===== config.mk =====
export PLATFORM = sky130hd
export DESIGN_NAME = posted_write_buffer
export DESIGN_NICKNAME = d
export VERILOG_FILES = /design/src/rtl/posted_write_buffer.sv
export SDC_FILE = /design/constraint.sdc
export NUM_CORES = 1
export LEC_CHECK = 0
export ABC_AREA = 1
export CORE_UTILIZATION = 35
export CTS_BUF_LIST = sky130_fd_sc_hd__clkbuf_2 sky130_fd_sc_hd__clkbuf_4 sky130_fd_sc_hd__clkbuf_8
export CTS_CLUSTER_SIZE = 10
export DETAILED_ROUTE_END_ITERATION = 8
export PLACE_DENSITY = 0.66
export SLEW_MARGIN = 0
export SYNTH_ARGS = -nofsm -noshare
export SYNTH_HDL_FRONTEND = slang
export SYNTH_SLANG_ARGS = --single-unit

===== constraint.sdc =====
create_clock -name clk -period 7.1 [get_ports clk]
set_input_delay 1.42 -clock clk [delete_from_list [all_inputs] [get_ports clk]]
set_output_delay 1.42 -clock clk [all_outputs]
set_load 0.01 [all_outputs]

===== src/rtl/posted_write_buffer.sv =====
// Posted-write buffer between the cache memory port and data memory: writes complete in one
// cycle into a FIFO and drain in order; reads wait for drain. Optional macro WB_FORWARD_EN.
module posted_write_buffer #(
   parameter int DEPTH = 4
) (
   input  logic        clk,
   input  logic        rst_n,
   input  logic [31:0] up_addr_i,
   input  logic [31:0] up_wdata_i,
   input  logic        up_we_i,
   input  logic [3:0]  up_be_i,
   input  logic        up_req_i,
   output logic        up_gnt_o,
   output logic        up_rvalid_o,
   output logic [31:0] up_rdata_o,
   output logic        up_error_o,
   output logic [31:0] mem_addr_o,
   output logic [31:0] mem_wdata_o,
   output logic        mem_we_o,
   output logic [3:0]  mem_be_o,
   output logic        mem_req_o,
   input  logic [31:0] mem_rdata_i,
   input  logic        mem_gnt_i,
   input  logic        mem_rvalid_i,
   input  logic        mem_error_i,
   output logic        wb_empty_o,
   output logic        wb_error_o,
   output logic [2:0]  dbg_state_o
);

   localparam int AW = (DEPTH > 1) ? $clog2(DEPTH) : 1;
   localparam logic [AW:0] FULL_CNT = (AW+1)'(DEPTH);

   typedef enum logic [2:0] {
      M_IDLE  = 3'd0,
      M_WREQ  = 3'd1,
      M_WWAIT = 3'd2,
      M_RREQ  = 3'd3,
      M_RWAIT = 3'd4
   } mstate_t;

   mstate_t r_state;
   mstate_t w_state_nxt;

   logic [31:0]   r_fifo_addr [DEPTH];
   logic [31:0]   r_fifo_data [DEPTH];
   logic [3:0]    r_fifo_be   [DEPTH];
   logic [AW-1:0] r_wr_ptr;
   logic [AW-1:0] r_rd_ptr;
   logic [AW:0]   r_count;
   logic [AW:0]   w_count_nxt;

   logic          r_up_rvalid;
   logic [31:0]   r_up_rdata;
   logic          r_up_error;
   logic          r_wb_error;
   logic [31:0]   r_rd_addr;
   logic [3:0]    r_rd_be;

   logic          w_full;
   logic          w_empty;
   logic          w_wb_empty;
   logic          w_resp_pending;
   logic          w_wr_gnt;
   logic          w_rd_mem_gnt;
   logic          w_rd_fwd_gnt;
   logic [31:0]   w_fwd_data;
   logic          w_push;
   logic          w_pop;

   // Handshake: up_req_i is held until up_gnt_o; a granted request always gets exactly one
   // up_rvalid_o pulse later, and no new grant is issued until that pulse has been sent.
   assign w_full         = (r_count == FULL_CNT);
   assign w_empty        = (r_count == '0);
   assign w_wb_empty     = w_empty & (r_state == M_IDLE);
   assign w_resp_pending = r_up_rvalid | (r_state == M_RREQ) | (r_state == M_RWAIT);

   assign w_wr_gnt     = up_req_i & up_we_i & ~w_full & ~w_resp_pending;
   assign w_rd_mem_gnt = up_req_i & ~up_we_i & w_wb_empty & ~w_resp_pending;

`ifdef WB_FORWARD_EN
   logic          w_fwd_full;
   logic [AW-1:0] w_fwd_idx;

   // Walk oldest to youngest so the youngest matching entry decides the outcome.
   always_comb begin
      w_fwd_full = 1'b0;
      w_fwd_data = '0;
      w_fwd_idx  = '0;
      for (int i = 0; i < DEPTH; i++) begin
         w_fwd_idx = r_rd_ptr + AW'(i);
         if (((AW+1)'(i) < r_count) &&
             (r_fifo_addr[w_fwd_idx][31:2] == up_addr_i[31:2])) begin
            w_fwd_full = &r_fifo_be[w_fwd_idx];
            w_fwd_data = r_fifo_data[w_fwd_idx];
         end
      end
   end

   assign w_rd_fwd_gnt = up_req_i & ~up_we_i & ~w_empty & ~w_resp_pending & w_fwd_full;
`else
   assign w_rd_fwd_gnt = 1'b0;
   assign w_fwd_data   = '0;
`endif

   assign up_gnt_o = w_wr_gnt | w_rd_mem_gnt | w_rd_fwd_gnt;
   assign w_push   = w_wr_gnt;
   assign w_pop    = (r_state == M_WWAIT) & mem_rvalid_i;

   always_comb begin
      w_count_nxt = r_count;
      case ({w_push, w_pop})
         2'b10:   w_count_nxt = r_count + 1'b1;
         2'b01:   w_count_nxt = r_count - 1'b1;
         default: w_count_nxt = r_count;
      endcase
   end

   // A write granted while idle starts the drain straight away, so mem_req_o rises the next cycle.
   always_comb begin
      w_state_nxt = r_state;
      case (r_state)
         M_IDLE: begin
            if (!w_empty || w_push)
               w_state_nxt = M_WREQ;
            else if (w_rd_mem_gnt)
               w_state_nxt = M_RREQ;
         end
         M_WREQ: begin
            if (mem_gnt_i)
               w_state_nxt = M_WWAIT;
         end
         M_WWAIT: begin
            if (mem_rvalid_i)
               w_state_nxt = (w_count_nxt != '0) ? M_WREQ : M_IDLE;
         end
         M_RREQ: begin
            if (mem_gnt_i)
               w_state_nxt = M_RWAIT;
         end
         M_RWAIT: begin
            if (mem_rvalid_i)
               w_state_nxt = M_IDLE;
         end
         default: w_state_nxt = M_IDLE;
      endcase
   end

   always_ff @(posedge clk or negedge rst_n) begin
      if (!rst_n) begin
         r_state     <= M_IDLE;
         r_count     <= '0;
         r_wr_ptr    <= '0;
         r_rd_ptr    <= '0;
         r_up_rvalid <= 1'b0;
         r_up_rdata  <= '0;
         r_up_error  <= 1'b0;
         r_wb_error  <= 1'b0;
         r_rd_addr   <= '0;
         r_rd_be     <= '0;
      end else begin
         r_state     <= w_state_nxt;
         r_count     <= w_count_nxt;
         r_up_rvalid <= 1'b0;
         r_up_rdata  <= '0;
         r_up_error  <= 1'b0;
         if (w_push)
            r_wr_ptr <= r_wr_ptr + 1'b1;
         if (w_pop)
            r_rd_ptr <= r_rd_ptr + 1'b1;
         if (w_wr_gnt) begin
            r_up_rvalid <= 1'b1;
         end else if (w_rd_fwd_gnt) begin
            r_up_rvalid <= 1'b1;
            r_up_rdata  <= w_fwd_data;
         end else if ((r_state == M_RWAIT) && mem_rvalid_i) begin
            r_up_rvalid <= 1'b1;
            r_up_rdata  <= mem_rdata_i;
            r_up_error  <= mem_error_i;
         end
         if (w_rd_mem_gnt) begin
            r_rd_addr <= up_addr_i;
            r_rd_be   <= up_be_i;
         end
         if (w_pop && mem_error_i)
            r_wb_error <= 1'b1;
      end
   end

   // Entry storage needs no reset: the count and pointers define which slots are live.
   always_ff @(posedge clk) begin
      if (w_push) begin
         r_fifo_addr[r_wr_ptr] <= up_addr_i;
         r_fifo_data[r_wr_ptr] <= up_wdata_i;
         r_fifo_be[r_wr_ptr]   <= up_be_i;
      end
   end

   always_comb begin
      mem_req_o   = 1'b0;
      mem_we_o    = 1'b0;
      mem_addr_o  = '0;
      mem_wdata_o = '0;
      mem_be_o    = '0;
      if (r_state == M_WREQ) begin
         mem_req_o   = 1'b1;
         mem_we_o    = 1'b1;
         mem_addr_o  = r_fifo_addr[r_rd_ptr];
         mem_wdata_o = r_fifo_data[r_rd_ptr];
         mem_be_o    = r_fifo_be[r_rd_ptr];
      end else if (r_state == M_RREQ) begin
         mem_req_o  = 1'b1;
         mem_addr_o = r_rd_addr;
         mem_be_o   = r_rd_be;
      end
   end

   assign up_rvalid_o = r_up_rvalid;
   assign up_rdata_o  = r_up_rdata;
   assign up_error_o  = r_up_error;
   assign wb_empty_o  = w_wb_empty;
   assign wb_error_o  = r_wb_error;
   assign dbg_state_o = r_state;

endmodule

==> results.sh, run 1 <==
export IMPL_reg2reg_depth=8
export IMPL_grt_antenna_before_repair=1
export IMPL_rsz0062_at_grt="false"
export IMPL_fp_dieH_um=203
export IMPL_fin_area_um2=17900
export IMPL_finalSetupTns_ns=0
export IMPL_drc=0
export IMPL_grt_max_degree=81
export IMPL_wl_per_cell_um=17.2
export IMPL_clock_root_buffer="clkbuf_8"
export IMPL_ctsHoldBuffers=0
export IMPL_ff_latch_area_um2=10200
export IMPL_hpwl_um=19500
export IMPL_ys_warn_count=0
export IMPL_power_density_nw_per_um2=384
export IMPL_synth_edf_count=272
export IMPL_async_reset_ff_frac=0.229
export IMPL_multi_input_area_um2=3250
export IMPL_vias=9639
export IMPL_cts_made_buffers=58
export IMPL_grt_pass1_wl_um=54400
export IMPL_initialDrtViolationCount=559
export IMPL_fin_crit_sh=0.763
export IMPL_cp_required_ns=5.68
export IMPL_final_hold_viol_count=0
export IMPL_synth_seq_cells=353
export IMPL_setup_viol=0
export IMPL_final_nets=1574
export IMPL_synthCells=1242
export IMPL_cp_max_fo=38
export IMPL_slew_headroom=0.303
export IMPL_ir_drop_mv=0.186
export IMPL_worstSetupPathType="input pin to output pin"
export IMPL_cts_tree="done"
export IMPL_synthFlopType="edfxtp_1"
export IMPL_core_area_um2=39700
export IMPL_grt_overflow_total=0
export IMPL_synth_nets=1355
export IMPL_cap_violations=0
export IMPL_cts_resized_gates=0
export IMPL_grt_use_total=0.173
export IMPL_yosysSeqAreaShare=0.721
export IMPL_viasPerCell=4.74
export IMPL_final_common_cell="edfxtp_1"
export IMPL_dieArea_um2=41200
export IMPL_endpoint_kind="output pin"
export IMPL_placed_area_um2=16800
export IMPL_insertion_delay_ns=0.63
export IMPL_syn_area_um2=14100
export IMPL_synthToLayoutAreaGrowth_pct=27.0
export IMPL_synth_distinct_cells=24
export IMPL_boundaryPins=217
export IMPL_fmax_mhz=185
export IMPL_cp_start_kind="input pin"
export IMPL_avgSynthCellArea_um2=11.4
export IMPL_hold_path_depth=2
export IMPL_final_max_slew_viol_count=0
export IMPL_antenna_left=0
export IMPL_numClockSinks=353
export IMPL_n_fill_cell=3601
export IMPL_gp_congestion=0.742
export IMPL_status="complete, no violations"
export IMPL_tightest_slew_ns=1.04
export IMPL_clk_path_buf_depth=3
export IMPL_instances_no_fill=2033
export IMPL_cts_htree_levels=2
export IMPL_final_cell_mix="edfxtp_1 (272), clkdlybuf4s50_1 (215), nand2_1 (201)"
export IMPL_postCtsSetupBuffers=0
export IMPL_drtPass1Iterations=5
export IMPL_port_buffers=216
export IMPL_rows=73
export IMPL_place_inst=1926
export IMPL_cp_arrival_ns=4.00
export IMPL_start_util=0.356
export IMPL_die_w_um=203
export IMPL_finalCriticalPeriod_ns=5.42
export IMPL_drive_above_1_share=0.0896
export IMPL_wirelength_um=35000
export IMPL_grt_pass1_vias=9800
export IMPL_min_path_type="flop to flop"
export IMPL_clk_pin_slew_ns=0.06
export IMPL_p_leak_nw=7.06
export IMPL_worst_clock_skew_ns=0.0418
-- sequential cells by signal (all words and copies together), names as in the netlist, 3 cells and up --
register and count:
r_fifo_addr 128, up_rdata_o 32, r_count 3, r_rd_addr 32, r_fifo_be 16, r_fifo_data 128, dbg_state_o 3, r_rd_be 4
-- power by group --
group	total [W]	internal [W]	switching [W]
combinational	0.00243	0.000905	0.00153
sequential	0.00268	0.00253	0.000147
clock	0.00179	0.00101	0.000780
total	0.00690	0.00445	0.00245
-- logic make-up (layout without fill, tap and decap cells) --
kind of cell	Yosys count	count (layout)	synth area share
simple gates	533	533	0.157
buf+inv	170	434	0.0514
other cells	0	2	0
compound gates	177	177	0.0629
flops	353	353	0.721
fa+ha+maj	6	6	0.00584
xor+xnor	3	3	0.00186
-- cells in the mapped netlist (5+ instances only) --
library cell,n,area share
a21oi_1,72,0.026
dfrtp_1,81,0.14
edfxtp_1,272,0.58
o21ai_0,89,0.032
buf_6,5,0.0040
nand2_1,201,0.053
ha_1,5,0.0044
buf_2,31,0.011
nor2_1,176,0.047
inv_1,92,0.024
nand3_1,150,0.053
clkbuf_1,34,0.0090
o21ai_1,15,0.0053
-- final timing paths --
path	endpoint	slack, ns	start
min in group asynchronous	up_rdata_o[26]$_DFF_PN0_	0.68	rst_n
max in group asynchronous	r_rd_ptr[0]$_DFFE_PN0N_	5.21	rst_n
hold / removal	r_rd_addr[31]$_DFFE_PN0P_	0.47	r_rd_addr[31]$_DFFE_PN0P_
setup / recovery	up_gnt_o	1.68	up_req_i
setup reg to reg	r_fifo_data[1][5]$_DFFE_PP_	3.53	dbg_state_o[2]$_DFFE_PN0P_
hold reg to reg	r_rd_addr[31]$_DFFE_PN0P_	0.47	r_rd_addr[31]$_DFFE_PN0P_
-- per-stage QoR --
stage	worst slack [ns]	hold slack, ns	power, W	util
2_1_floorplan	1.92	0.443	0.00410	-
4_1_cts	1.65	0.473	0.00700	0.452
6_report	1.68	0.469	0.00690	0.452
3_3_place_gp	1.64	0.454	0.00513	0.422
3_5_place_dp	1.66	0.459	0.00518	0.422
5_1_grt	1.52	0.488	0.00735	0.452
-- critical path, cell delays in order --
cell and delay, ns:
clkdlybuf4s50_1 0.47, nand2_1 0.10, nor2_4 0.11, buf_4 0.43, nand2_2 0.65, nand2_1 0.24
clkdlybuf4s50_1 0.56
-- layout make-up --
class                   instances  share of cell area
flip-flops and latches        353               0.568
well taps                     525              0.0366
clock buffers                  91              0.0611
inverters                      96              0.0203
diodes                          2            0.000279
multi-input cells             719               0.181
clock inverters                14             0.00516
repair buffers                233               0.127
-- routing by layer --
| metal | wire length [um] | global-route usage | up-vias |
|---|---|---|---|
| met5 | 0 | 0 | - |
| met4 | 530 | 0.0486 | 0 |
| met3 | 2790 | 0.0536 | 40 |
| met2 | 16600 | 0.287 | 321 |
| met1 | 15000 | 0.217 | 4614 |
| li1 | - | - | 4664 |
Power figures use the tool's default switching activity.
==> inputs of run 2 (changes only) <==
clock period = 5 ns   (was 7.1 ns; I/O delays follow)
==> run 2 against run 1 <==
- combinational power up 44%
- cell count is the same
- first-iteration DRC count is 16% higher
- die area stayed put
- register-to-register slack lost 1.5 ns
- clock skew fell by 0.0048 ns
- final area barely moved
- critical endpoint is now mem_addr_o[0]
- largest power group unchanged
==> results.sh, run 2 (synthesis results as in run 1) <==
export IMPL_status="complete, no violations"
export IMPL_fmax_mhz=234
export IMPL_core_area_um2=39700
export IMPL_power_density_nw_per_um2=545
export IMPL_grt_antenna_before_repair=2
export IMPL_final_hold_viol_count=0
export IMPL_drc=0
export IMPL_vias=9775
export IMPL_fin_ws_ns=0.730
export IMPL_cts_tree="done"
export IMPL_rsz0062_at_grt="false"
export IMPL_slowest_stage="dfrtp_4"
export IMPL_ir_drop_mv=0.307
export IMPL_numClockSinks=353
export IMPL_clk_path_buf_depth=3
export IMPL_grt_max_degree=80
export IMPL_clk_pin_slew_ns=0.06
export IMPL_final_nets=1577
export IMPL_grt_overflow_total=0
export IMPL_cp_max_fo=79
export IMPL_final_cell_mix="edfxtp_1 (272), clkdlybuf4s50_1 (215), nand2_1 (201)"
export IMPL_port_buffers=216
export IMPL_ff_latch_area_um2=10200
export IMPL_rows=73
export IMPL_boundaryPins=217
export IMPL_final_common_cell="edfxtp_1"
export IMPL_hpwl_um=19700
export IMPL_start_util=0.356
export IMPL_path_cells="buf_4, a21oi_1, o21ai_0, nand3_1, nand2_1, clkdlybuf4s50_1"
export IMPL_ctsHoldBuffers=0
export IMPL_fp_dieH_um=203
export IMPL_dieArea_um2=41200
export IMPL_postCtsSetupBuffers=0
export IMPL_p_leak_nw=7.06
export IMPL_tightest_slew_ns=1.08
export IMPL_drive_above_1_share=0.0855
export IMPL_worstSetupPathType="flop to output pin"
export IMPL_min_path_type="input pin to async pin"
export IMPL_cpPeakStageDelay_ns=0.78
export IMPL_antenna_left=0
export IMPL_clock_root_buffer="clkbuf_8"
export IMPL_synthToLayoutAreaGrowth_pct=27.1
export IMPL_worst_clock_skew_ns=0.0369
export IMPL_instances_no_fill=2033
export IMPL_final_max_slew_viol_count=0
export IMPL_grt_use_total=0.174
export IMPL_insertion_delay_ns=0.64
export IMPL_cp_arrival_ns=3.27
export IMPL_fin_crit_sh=0.854
export IMPL_grt_pass1_wl_um=54800
export IMPL_cts_htree_levels=2
export IMPL_grt_pass1_vias=9726
export IMPL_endpoint_kind="output pin"
export IMPL_die_w_um=203
export IMPL_path_buf_inv=2
export IMPL_cts_resized_gates=0
export IMPL_wirelength_um=35700
export IMPL_drtPass1Iterations=5
export IMPL_finalCriticalPeriod_ns=4.27
export IMPL_initialDrtViolationCount=649
export IMPL_multi_input_area_um2=3250
export IMPL_gp_congestion=0.722
export IMPL_largest_registers="r_fifo_addr x128, r_fifo_data x128"
export IMPL_finalSetupTns_ns=0
export IMPL_slew_headroom=0.277
export IMPL_place_inst=1931
export IMPL_crit_family="buffers and inverters"
export IMPL_cap_violations=0
export IMPL_wl_per_cell_um=17.5
export IMPL_n_fill_cell=3617
export IMPL_setup_viol=0
export IMPL_dp_slack_ns=1.27
export IMPL_cts_made_buffers=56
export IMPL_diodes=0
export IMPL_cp_required_ns=4.00
export IMPL_cp_start_kind="flop"
export IMPL_viasPerCell=4.81
[run 2: cell types whose count changed in the layout (fill, tap and decap cells not counted), moves of 2 or more]
cell	change
clkbuf_4	-3
clkbuf_8	-6
diode_2	-2
clkinv_2	-3
buf_4	+3
clkinv_1	+8
[run 2: routing by layer]
| layer | GRT usage | up-vias | share of wire |
|---|---|---|---|
| met5 | 0 | - | 0.00048 |
| met4 | 0.0585 | 2 | 0.022 |
| met3 | 0.0552 | 74 | 0.088 |
| met2 | 0.280 | 371 | 0.47 |
| met1 | 0.220 | 4657 | 0.42 |
| li1 | - | 4671 | - |
[run 2: area by class of cell]
type / instances / share of cell area
Sequential cell: 353 / 0.568
Multi-Input combinational cell: 719 / 0.181
Clock inverter: 20 / 0.00773
Inverter: 96 / 0.0203
Tap cell: 525 / 0.0366
Timing Repair Buffer: 238 / 0.131
Clock buffer: 82 / 0.0552
[run 2: final timing paths]
check	from	end	slack [ns]	cells after the start
max	r_rd_ptr[0]$_DFFE_PN0N_	mem_addr_o[0]	0.73	6
min	rst_n	up_rdata_o[24]$_DFF_PN0_	0.43	1
max reg2reg	dbg_state_o[1]$_DFFE_PN0P_	dbg_state_o[0]$_DFFE_PN0P_	2.06	13
min reg2reg	r_rd_addr[24]$_DFFE_PN0P_	r_rd_addr[24]$_DFFE_PN0P_	0.47	2
max in group asynchronous	rst_n	r_rd_addr[0]$_DFFE_PN0P_	3.59	2
min in group clk	r_rd_addr[24]$_DFFE_PN0P_	r_rd_addr[24]$_DFFE_PN0P_	0.47	2
[run 2: per-stage QoR]
stage | total power [W] | util | hold WS, ns | cell area, um^2
6_report | 0.00979 | 0.452 | 0.426 | 18000
5_1_grt | 0.0104 | 0.452 | 0.445 | 18000
4_1_cts | 0.00992 | 0.452 | 0.407 | 18000
3_5_place_dp | 0.00741 | 0.423 | 0.459 | 16800
3_3_place_gp | 0.00732 | 0.423 | 0.454 | 16800
2_1_floorplan | 0.00582 | - | 0.443 | 14100
[run 2: worst register-to-register path, stage by stage (launching register included)]
cell     delay, ns
dfrtp_2       0.71
buf_4         0.45
nand3_1       0.20
nor2_1        0.21
ha_1          0.21
inv_1         0.07
fa_1          0.48
o21ai_0       0.12
nor2_1        0.12
nand3_1       0.07
nand2_1       0.06
nand2_1       0.05
nand2_1       0.06
nand2_1       0.04
[run 2: power by group]
| group | internal, W | switching (W) |
|---|---|---|
| combinational | 0.00132 | 0.00217 |
| sequential | 0.00359 | 0.000231 |
| clock | 0.00137 | 0.00110 |
==> patch 1 (settings of run 2) <==
Build with the macro `WB_FORWARD_EN` defined.
--- a/src/rtl/posted_write_buffer.sv
+++ b/src/rtl/posted_write_buffer.sv
@@ -2,2 +2,4 @@
 // cycle into a FIFO and drain in order; reads wait for drain. Optional macro WB_FORWARD_EN.
+`define WB_FORWARD_EN
+
 module posted_write_buffer #(
Function: changed (a bounded check fails within 4 cycles, from zero or initial values and one cycle with rst_n low).
==> patch 1 against run 2 <==
Clock power rose by 26%; synthesized cell count increased by 140%; global-route usage up 5.5 points; area after synthesis rose by 56%; largest cell class unchanged; first-iteration DRC count increased to 3.4 times the old value; cell area up 49%; core utilization down 1.9 points; largest power group is now combinational cells; critical endpoint is now mem_addr_o[18]; setup slack worse by 300 ps; total power grew 56%; wire length rose by 110%; sequential cell count unchanged.
==> patch 1: results (changes against run 2) <==
Outcome
  – Status: complete, no violations

Routing
  – DRT iter0 DRCs: 2188 (+240%)
  – Drt first pass iters: 9 (+4)
  – DR WL met2: 34.43 mm (+110%)
  – Metal3 WL: 6.971 mm (+120%)
  – DR vias/cell: 5.170 (+7.5%)
  – Wl on met1: 31.67 mm (+110%)
  – Wire per inst: 18.69 µm (+6.6%)

GRT
  – Number of global-route vias before repair: 18920 (+95%)
  – Routing usage on met1: 30.43% (+8.4 points)
  – GRT Util Overall: 22.90% (+5.5 points)
  – First-pass GRT wire length: 111.1 mm (+100%)
  – Met3 Track Usage GR: 3.965% (-1.6 points)
  – Initial antenna violation count: 7 (+5)
  – Met2 Track Usage GR: 36.73% (+8.7 points)
  – Pin count of the biggest net entering global routing: 131 (+64%)

Logic synthesis
  – Top-count cell post-synth: nand2_1
  – Xor and xnor area share after synthesis: 0.3984% (+0.21 points)
  – Multiplexer share of the synthesized area: 3.176% (+3.2 points)
  – Synth unique cells: 43 (+79%)
  – Compound-Gate Fraction of Synth Area: 10.44% (+4.2 points)
  – Post-synthesis cell count: 2958 (+140%)
  – Synth area leaders: edfxtp_1 37%, nand2_1 19%, dfrtp_1 9.2%
  – YS warnings: 0 (unchanged)
  – Post-synth EDFFs: 272 (unchanged)
  – Top cell types by occurrence after synthesis: 1090 x nand2_1, 342 x nand3_1, 272 x edfxtp_1
  – Syn nets: 3075 (+130%)
  – Synth Area in Adders: 0.5691% (-0.015 points)
  – Register area share after synthesis: 46.37% (-26 points)

Final layout
  – Nets: 3268 (+110%)
  – Clock buffer count: 99 (+21%)
  – Inverters: 244 (+150%)
  – FILL cells: 6227 (+72%)
  – Number of non-clock buffers: 288 (+21%)
  – NonClk Buf Share: 11.01% (-2.1 points)
  – Final instance area: 26800 µm² (+49%)
  – Fraction of area in multi-input gates: 37.93% (+20 points)
  – Layout Cells excl Fill: 4047 (+99%)
  – # diodes: 3 (+3)
  – Layout cell share with drive strength beyond 1: 7.141% (-1.4 points)
  – Clk tree area frac: 5.480% (-0.81 points)
  – Multi-input gate count: 2196 (+210%)

CTS
  – Post_cts resized: 14 (+14)
  – Total CTS buffers: 68 (+21%)
  – CTS H-tree lvls: 3 (+1)
  – Worst skew pair latency: 660 ps (+20 ps)

Floorplanning
  – Die footprint: 63820 µm² (+55%)

Timing
  – Fin Clk Skew: 35.88 ps (-1.035 ps)
  – Worst-Margin Slew: 1084 ps (+2.175 ps)

Placed design
  – Post-Place Setup Slack: 379.6 ps (-886.1 ps)
  – DP HPWL: 47.36 mm (+140%)
  – GP Congestion: 0.9701 (+34%)
  – Placed insts: 3896 (+100%)
  – Placed cell areas: 24890 µm² (+48%)

Setup path
  – CP arrival: 3570 ps (+300 ps)
  – Max incr delay on CP: 700 ps (-80 ps)
  – Slowest CP cell: o21ai_0
  – Crit path max fanout: 35 (-56%)

Power and ir drop
  – Worst vdd ir: 0.0003295 V (+7.2%)
  – Pleak: 11.99 nW (+70%)
[patch 1: cell types whose count changed after synthesis, sizes merged, moves of 63 or more]
cell,delta
nand3,+193
o21ai,+199
nand2,+892
mux2i,+63
inv,+145
buf,+72
[patch 1: final timing paths]
check	start	end	slack [ps]	depth (start not counted)
max	dbg_state_o[0]$_DFFE_PN0P_	mem_addr_o[18]	430	7
min	rst_n	up_rdata_o[19]$_DFF_PN0_	480	1
max reg2reg	r_rd_ptr[1]$_DFFE_PN0N_	up_rdata_o[2]$_DFF_PN0_	1280	18
min reg2reg	r_rd_addr[8]$_DFFE_PN0P_	r_rd_addr[8]$_DFFE_PN0P_	490	2
max in group asynchronous	rst_n	r_count[1]$_DFF_PN0_	3400	2
min in group clk	r_rd_addr[8]$_DFFE_PN0P_	r_rd_addr[8]$_DFFE_PN0P_	490	2
[patch 1: report_power, final]
group          internal [mW]  switching (mW)  total, mW
combinational           2.76            5.61       8.37
sequential              3.58           0.220       3.80
clock                   1.79            1.31       3.11
==> patch 2 (settings of run 2) <==
Made on the original files. Make the reset (`rst_n`) synchronous in one clocked block.
--- a/src/rtl/posted_write_buffer.sv
+++ b/src/rtl/posted_write_buffer.sv
@@ -148,3 +148,3 @@
 
-   always_ff @(posedge clk or negedge rst_n) begin
+   always_ff @(posedge clk) begin
       if (!rst_n) begin
Check against the original RTL: differs if rst_n is asserted again (counterexample within 4 cycles, from zero or initial values and one cycle with rst_n low); with rst_n held inactive, the same outputs for 4 cycles.
==> patch 2 against run 2 <==
Sequential cell count increased by 2; wire length down 3.3%; critical path depth stayed put; area after synthesis is 3.3% lower; setup slack improved by 170 ps; cell area fell by 1.7%; critical path type unchanged; highest routed layer unchanged.
Power is not compared: it rests on default switching activity, and its combinational part moved more than twofold at a synthesized area within 25%.
==> patch 2: results (changes against run 2) <==
GRT
  – First-pass GRT wire length: 52.69 mm (-3.8%)
  – Initial antenna violation count: 2 (unchanged)
  – GRT Util Overall: 17.52% (+0.15 points)
  – Pin count of the biggest net entering global routing: 137 (+71%)
  – Number of global-route vias before repair: 9523 (-2.1%)

Setup path
  – Reg2Reg Launch Point: dbg_state_o[1]$_SDFFE_PN0P_
  – Worst Setup EP: mem_addr_o[25]
  – Worst r2r dst: dbg_state_o[0]$_SDFFE_PN0P_
  – Largest delay share family, worst path: buffers and inverters
  – Internal reg-to-reg setup slack: 1950 ps (-110 ps)
  – Crit path max fanout: 45 (-43%)
  – Max incr delay on CP: 580 ps (-200 ps)
  – R2R cell count: 18 (+5)
  – Crit start category: flop
  – Slowest CP cell: clkdlybuf4s50_1
  – CP arrival: 3100 ps (-170 ps)

CTS
  – CTS H-tree lvls: 2 (unchanged)
  – Root Buffer Master: clkbuf_8
  – Post-CTS Setup Bufs: 0 (unchanged)
  – Clock tree buffer depth: 3 (unchanged)
  – Total CTS buffers: 58 (+3.6%)
  – Worst skew pair latency: 630 ps
  – Post_cts resized: 0 (unchanged)
  – CTS clk-pin slew, worst paths: 60 ps (about the same)

Timing
  – Fin Clk Skew: 12.19 ps (-24.72 ps)
  – Worst-Margin Slew: 942.0 ps (-139.9 ps)
  – Max Fclk: 243.8 MHz (+4.1%)

Logic synthesis
  – Top cell types by occurrence after synthesis: 272 x edfxtp_1, 253 x nor2_1, 131 x nand2_1
  – Synth area leaders: edfxtp_1 60%, dfxtp_1 12%, nor2_1 6.9%
  – Most used DFF post-synth: edfxtp_1
  – Post-synthesis cell count: 1188 (-4.3%)
  – YS warnings: 0 (unchanged)
  – Post-synth EDFFs: 272 (unchanged)
  – Register area share after synthesis: 71.91% (-0.24 points)
  – Fraction of registers with async set or reset after synthesis: 0% (-23 points)
  – Synth unique cells: 24 (unchanged)
  – Syn nets: 1301 (-4.0%)

Placed design
  – GP Congestion: 0.7757 (+7.5%)
  – Port buffer count: 216 (unchanged)
  – Post-Place Setup Slack: 1450 ps (+184.1 ps)
  – Placed insts: 1866 (-3.4%)
  – DP HPWL: 18.67 mm (-5.1%)
  – Placed cell areas: 16370 µm² (-2.7%)

Routing
  – DRT iter0 DRCs: 482 (-26%)
  – Final WL: 34.49 mm (-3.3%)
  – Wire per inst: 17.44 µm (-0.61%)
  – DR vias/cell: 4.820 (+0.24%)
  – Drt first pass iters: 7 (+2)

Power and ir drop
  – Worst vdd ir: 0.0002403 V
  – Int Pwr: 5.668 mW
  – Pleak: 6.529 nW

Final layout
  – Nets: 1521 (-3.6%)
  – Layout cell share with drive strength beyond 1: 9.602% (+1.0 points)
  – Largest registers: r_fifo_addr (128), r_fifo_data (128)

Outcome
  – Status: complete, no violations

Worst hold path
  – Hold WC Path Type: reg2reg
-- patch 2: changes by cell type after synthesis, moves of 37 or more --
cell            run 2  this run
nand3_1           150        45
dfxtp_1             0        83
dfrtp_1            81         0
nor2_1            176       253
nand2_1           201       131
a21oi_1            72       114
inv_1              92        55
-- patch 2: cell families (layout without fill, tap and decap cells) --
group	count (synthesis)	count (layout)	share of synthesized area, %
XOR/XNOR	1	1	0.06408
AND/OR/NAND/NOR	435	435	12.59
adder cells (fa/ha/maj)	6	6	0.6041
buffers and inverters	136	406	4.183
other	0	2	0
flip-flops	355	355	71.91
AO/OA/AOI/OAI	255	255	10.65
-- patch 2: final cells by class --
| type | count | area [µm²] |
|---|---|---|
| fillers | 3587 | 20900 |
| flip-flops and latches | 355 | 9838 |
| multi-input cells | 697 | 3298 |
| repair buffers | 234 | 2355 |
| clock buffers | 90 | 1064 |
| well taps | 518 | 648.1 |
| inverters | 62 | 235.2 |
| clock inverters | 20 | 216.5 |
| diodes | 2 | 5.005 |
-- patch 2: worst min-delay path, stage by stage, from the launching register on --
cell	delay (ps)
dfxtp_1	310
inv_1	50
a21oi_1	50
-- patch 2: through the flow --
| step | total power, mW | util (%) |
|---|---|---|
| 6_report | 7.886 | 45.80 |
| 2_1_floorplan | 4.441 | - |
| 3_5_place_dp | 5.215 | 42.47 |
| 3_3_place_gp | 5.185 | 42.47 |
| 5_1_grt | 8.282 | 45.79 |
| 4_1_cts | 7.981 | 45.79 |
-- patch 2: routing by layer --
metal | global-route usage (%) | vias up | wire length [µm]
met5 | 0 | - | 11
met4 | 6.135 | 2 | 623
met3 | 5.080 | 51 | 2772
met2 | 28.64 | 326 | 16170
met1 | 22.07 | 4561 | 14910
li1 | - | 4593 | -
-- patch 2: worst min-delay path by stage --
stage,slack (ps),startpoint,endpoint,cells after the start
global route,490,wb_error_o$_SDFFE_PN0P_,wb_error_o$_SDFFE_PN0P_,2
detailed placement,450,wb_error_o$_SDFFE_PN0P_,wb_error_o$_SDFFE_PN0P_,2
CTS,460,wb_error_o$_SDFFE_PN0P_,wb_error_o$_SDFFE_PN0P_,2
floorplan,440,r_rd_ptr[1]$_SDFFE_PN0N_,flop,2
finish,450,wb_error_o$_SDFFE_PN0P_,wb_error_o$_SDFFE_PN0P_,2
global placement,440,wb_error_o$_SDFFE_PN0P_,wb_error_o$_SDFFE_PN0P_,2
-- patch 2: power by group through the flow --
stage	registers, mW	clock network (mW)	logic [mW]
3_5_place_dp	3.54	0	1.68
3_3_place_gp	3.53	0	1.66
6_report	3.48	2.74	1.67
2_1_floorplan	3.54	0	0.900
4_1_cts	3.48	2.82	1.69
5_1_grt	3.50	2.94	1.85
